--- config.mk ---
export PLATFORM = sky130hd
export DESIGN_NAME = shift_receiver
export DESIGN_NICKNAME = d
export VERILOG_FILES = /design/src/rtl/shift_receiver.sv
export SDC_FILE = /design/constraint.sdc
export NUM_CORES = 1
export LEC_CHECK = 0
export CAP_MARGIN = 20
export CORE_ASPECT_RATIO = 1.5
export CORE_MARGIN = 4
export CORE_UTILIZATION = 45
export DETAILED_ROUTE_END_ITERATION = 16
export PLACE_DENSITY = 0.76
export SLEW_MARGIN = 20
export SYNTH_ARGS = -nofsm -noshare
export SYNTH_HDL_FRONTEND = slang
export SYNTH_SLANG_ARGS = --single-unit
export TNS_END_PERCENT = 5
--- constraint.sdc ---
create_clock -name shiftClk -period 1.4 [get_ports shiftClk]
set_input_delay 0.14 -clock shiftClk [delete_from_list [all_inputs] [get_ports shiftClk]]
set_output_delay 0.14 -clock shiftClk [all_outputs]
set_load 0.01 [all_outputs]
--- src/rtl/shift_receiver.sv ---
// Purpose: serial-to-parallel receiver; assembles MSB-first frames of bitLength bits into a parallel word.
// Latency: word and dataValid update on the edge sampling the final bit (bitLength+1 edges from frameStart with continuous strobes).
// Backpressure: valid/ack handshake; a word completing while the previous one is unacknowledged is dropped and overrun latches.
module shift_receiver #(
    parameter int bitLength = 8
) (
    input  logic                 shiftClk,
    input  logic                 reset,
    input  logic                 frameStart,
    input  logic                 shiftEnabled,
    input  logic                 serialIn,
    input  logic                 dataAck,
    output logic [bitLength-1:0] dataBus,
    output logic                 dataValid,
    output logic                 busy,
    output logic                 overrun
);

    localparam int cntWidth = $clog2(bitLength);
    localparam logic [cntWidth-1:0] lastBit = cntWidth'(bitLength - 1);

    typedef enum logic {
        IDLE  = 1'b0,
        SHIFT = 1'b1
    } state_t;

    state_t state;
    state_t nextState;

    // Only bitLength-1 bits are ever held: the final bit goes straight from serialIn into the word.
    logic [bitLength-2:0] shiftReg;
    logic [cntWidth-1:0]  bitCount;
    logic                 wordDone;
    logic [bitLength-1:0] word;

    // Completion: a sampled strobe on the last bit, unless a coincident frameStart aborts the frame.
    always_comb begin
        word     = {shiftReg, serialIn};
        wordDone = (state == SHIFT) && !frameStart && shiftEnabled && (bitCount == lastBit);
    end

    // State register.
    always_ff @(posedge shiftClk) begin
        if (reset) begin
            state <= IDLE;
        end else begin
            state <= nextState;
        end
    end

    // Next-state logic: frameStart enters (or restarts) SHIFT, completion returns to IDLE.
    always_comb begin
        nextState = state;
        case (state)
            IDLE:    if (frameStart) nextState = SHIFT;
            SHIFT:   if (frameStart) nextState = SHIFT;
                     else if (wordDone) nextState = IDLE;
            default: nextState = IDLE;
        endcase
    end

    // Output logic: busy is a direct decode of the state register.
    always_comb begin
        busy = (state == SHIFT);
    end

    // Frame capture: clear on frameStart, shift one bit per strobe while in SHIFT.
    always_ff @(posedge shiftClk) begin
        if (reset) begin
            shiftReg <= '0;
            bitCount <= '0;
        end else if (frameStart) begin
            shiftReg <= '0;
            bitCount <= '0;
        end else if ((state == SHIFT) && shiftEnabled) begin
            shiftReg <= word[bitLength-2:0];
            if (bitCount == lastBit) begin
                bitCount <= '0;
            end else begin
                bitCount <= bitCount + cntWidth'(1);
            end
        end
    end

    // Delivery and handshake: a completion with a coincident ack replaces the word without a low cycle.
    always_ff @(posedge shiftClk) begin
        if (reset) begin
            dataBus   <= '0;
            dataValid <= 1'b0;
            overrun   <= 1'b0;
        end else if (wordDone) begin
            if (!dataValid || dataAck) begin
                dataBus   <= word;
                dataValid <= 1'b1;
            end else begin
                overrun <= 1'b1;
            end
        end else if (dataValid && dataAck) begin
            dataValid <= 1'b0;
        end
    end

endmodule

Word level (Yosys, flattened, before mapping)
Index checks and enable logic that the tools add are counted.
{"block": "totals", "register_bits": 21}
{"block": "classes", "addsub": 1, "n_eq_ne": 2, "mux": 8, "bitwise": 2, "reduce_logical": 13}
{"op": "2-to-1 mux 1 bit", "count": 6}
{"op": "AND reduction 2 bit", "count": 3}
{"op": "logical AND 1 bit", "count": 5}
{"op": "adder 3 x 1 -> 3 bit (second input constant)", "count": 1}
{"op": "equality test 3 bit (second input constant)", "count": 1}
{"op": "2-to-1 mux 3 bit", "count": 1}
{"op": "zero test 1 bit", "count": 2}
{"op": "inequality test 2 x 1 -> 1 bit (second input constant)", "count": 1}
{"op": "NOT 1 bit", "count": 2}
{"op": "one-hot mux 1 bit (2 select lines)", "count": 1}
{"op": "nonzero test 2 bit", "count": 1}
{"op": "OR reduction 2 bit", "count": 1}
{"op": "logical OR 1 bit", "count": 1}

Longest topological paths before layout
{"block": "logic_depth", "ltp_word": 7, "ltp_mapped": 6, "mapped_depth_nobuf": 5}

Worst setup path before layout
Ideal clock, no wire load.
{"block": "synth_timing", "kind": "reg-to-reg", "from": "register bitCount[0]", "to": "register dataBus[0]", "setup_ns": 0.072, "arrival_time_ns": 1.247, "slack_ns": 0.081, "stages_incl_launch_ff": 7, "path_buffers": 1, "path_cell_list": "dfxtp_1 ha_1 ha_1 nand4b_4 nor2b_4 buf_8 mux2i_1"}
{"block": "synth_between", "elab_chain_len": 3}
{"item": "start: declaration", "line_no": "32", "rtl": "logic [cntWidth-1:0] bitCount;"}
{"item": "start signal: assignment", "line_no": "80", "rtl": "bitCount <= bitCount + cntWidth'(1);"}
{"item": "equality test 3 bit", "line_no": "39", "rtl": "wordDone = (state == SHIFT) && !frameStart && shiftEnabled && (bitCount == lastBit);"}
{"item": "logical AND 1 bit", "line_no": "39"}
{"item": "AND reduction 2 bit (no source line)"}
{"item": "end signal: assignment", "line_no": "93", "rtl": "dataBus <= word;"}
{"item": "end: declaration", "line_no": "13", "rtl": "output logic [bitLength-1:0] dataBus,"}
Every way passes these cells.
A chain may end at the register's enable or synchronous reset.

Worst setup path after layout
{"block": "layout_timing", "from": "register dataBus[3]", "to": "output port dataBus[3]"}
No word-level cell between the ends.

==> impl_metrics.toml <==
[floorplanning]
fp-row-count = 19
io_pins = 17
initial_core_util_pct = 48.9
die_w_um = 45.1
die_area_um2 = 2870
core_um2 = 1900
die_y_um = 63.7

[worst_hold_path]
hold_class = "input pin to flop"

[routing]
drtPass1Iterations = 4
routed_via_density = 5.09
antenna_left = 0
vias = 692
totalWireLength_um = 1680
drt_iter0_drc = 11
drcViolationCount = 0
drt-wirelength-per-cell_um = 12.3

[worst_setup_path]
critical_path_arrival_ns = 1.20
crit_buf_inv = 1
cp.required_ns = 1.26
slowest_stage = "clkdlybuf4s50_1"
end_kind = "primary output"
start_kind = "flop"
critPathKind = "flop to primary output"
path_cells = "clkdlybuf4s50_1"
slowest_delay_ns = 0.53
path_delay_family = "buffers and inverters"
cp_max_fo = 2

[power_and_ir_drop]
p_sw_share_pct = 23.9
powerDensity_nw_per_um2 = 813
total_power_mw = 0.975
p_seq_share_pct = 62.1
intPower_mw = 0.742
ir_drop_uv = 638
clkPwrFrac_pct = 31.2
pwr-share-comb_pct = 6.7
p_leak_nw = 0.512
switchingPower_mw = 0.233

[clock_tree]
cts_root_buf = "clkbuf_4"
cts_buffers = 3
cts.sinks = 21
cts_htree_levels = 1
clock_path_buffers = 2
tritoncts = "built"
clkTransAtPathRegs_ns = 0.12
insertion_delay_ns = 0.32
cts_setup_buffers = 0

[logic_synthesis]
synthesis.nets = 102
synth_area_um2 = 930
synth-seq-area-share_pct = 45.2
synth_compound_area_share_pct = 10.2
synthCells = 94
synth_top_family_by_area = "simple AND/OR/NAND/NOR gates"
synthMuxAreaShare_pct = 9.69
synthDistinctLibCells = 18
synth_xor_area_share_pct = 0
ys_ff_latch = 21
synth_fa_ha_area_share_pct = 2.69
postSynthAreaPerCell_um2 = 9.89
synthSimpleGateAreaFrac_pct = 26.9
ys_warn_count = 0

[timing]
setup_ws_ns = 0.0610
slew_violations = 0
grt_setup_unrepaired = "no"
worst_pin_slew_ns = 0.525
finalHoldViolCount = 0
max_slew_margin_pct = 65.0
final-setup-viol-count = 0
finalSetupTns_ns = 0
fin_crit_sh_pct = 95.6
finClkSkew_ns = 0.00442
fin_crit_ns = 1.34
fmax_mhz = 747

[outcome]
status = "completed"

[final_layout]
syn2layout_area_growth_pct = 28.9
drive_gt1_share_pct = 21.7
num_antenna_cells = 0
final_nets = 124
utilization_pct = 63.0

[global_routing]
track_usage_pct = 14.5
grt_pass1_wl_um = 3060
grt_max_degree = 20
grt_overflow_total = 0
grt_pass1_vias = 685
antenna_found_initial = 0

[place]
port_buffers = 16
gp_congestion = 0.796
dpl_worst_slack_ns = -0.0321
hpwl_um = 1230

[run]
drv_cap = 0
cell families (layout without fill, tap and decap cells):
kind of cell / after synthesis / count (layout)
AO/OA/AOI/OAI: 12 / 12
AND/OR/NAND/NOR: 45 / 45
adder cells (fa/ha/maj): 2 / 2
flip-flops: 21 / 21
buffers and inverters: 5 / 26
multiplexers: 9 / 9
worst paths after layout:
check / from / endpoint / slack [ns] / depth (start not counted)
max: dataBus[3] / dataBus[3] / 0.06 / 1
min: serialIn / shiftReg[0] / 0.45 / 3
max reg2reg: bitCount[0] / dataBus[0] / 0.09 / 6
min reg2reg: dataBus[6] / dataBus[6] / 0.48 / 2
final cells by class:
type,instances,area (um^2)
Clock inverter,1,5.00
Fill cell,154,703
Multi-Input combinational cell,68,485
Timing Repair Buffer,22,233
Clock buffer,3,22.5
Sequential cell,21,427
Tap cell,21,26.3
synthesized netlist by cell type:
master	number	share of area, %
dfxtp_1	21	45
nand2_1	19	7.7
nand2b_1	17	11
mux2i_1	9	9.7
a21oi_2	8	7.5
nor2_1	4	1.6
a21oi_1	3	1.6
buf_6	2	2.4
ha_1	2	2.7
and2_1	1	0.67
buf_4	1	0.81
buf_8	1	1.6
clkbuf_1	1	0.40
nand3b_1	1	0.81
nand4b_4	1	2.6
nor2b_4	1	1.5
o21ba_1	1	1.1
or2_1	1	0.67
placed cells by master, fill, tap and decap left out, drive strengths merged:
cell / count
clkinv: 1
nand2: 19
nor2b: 1
dlymetal6s2s: 6
mux2i: 9
or2: 1
buf: 6
and2: 1
nand2b: 17
nand4b: 1
o21ba: 1
clkbuf: 3
nand3b: 1
dfxtp: 21
a21oi: 11
ha: 2
nor2: 4
clkdlybuf4s50: 10
per-stage QoR:
stage	instances	area, um^2	hold slack, ns
2_1_floorplan	94	930	0.257
3_3_place_gp	132	1120	0.447
3_5_place_dp	132	1120	0.463
4_1_cts	136	1160	0.437
5_1_grt	136	1200	0.485
6_report	136	1200	0.447
metal layers:
metal  routed length, um  vias up  global-route usage, %
met5                   0        -                      0
met1                 726      321                   17.1
met4                  51        0                   9.89
li1                    -      349                      -
met3                  65        5                   3.42
met2                 834       17                   22.0
state kept, by name, indices dropped and copies added (netlist names):
signal     flops
dataBus        8
dataValid      1
shiftReg       7
busy           1
overrun        1
bitCount       3
power groups by stage:
stage	Sequential, mW	Combinational (mW)	Clock [mW]
after floorplan	0.619	0.0399	0
after global placement	0.618	0.0639	0
after detailed placement	0.619	0.0660	0
after CTS	0.605	0.0660	0.316
after global routing	0.607	0.0709	0.347
final	0.606	0.0652	0.304
timing repair:
| action | 4_1_cts | 5_1_grt |
|---|---|---|
| gates resized for setup | 5 | 9 |
| endpoints found under the hold margin | 0 | 0 |
| hold buffers | 0 | 0 |
| endpoints found under the setup margin | 6 | 14 |
tightest hold or removal path, cell delays in order:
cell	delay, ns
clkdlybuf4s50_1	0.45
nand2_1	0.09
a21oi_2	0.05
No activity file was read; power rests on OpenSTA's default activity.
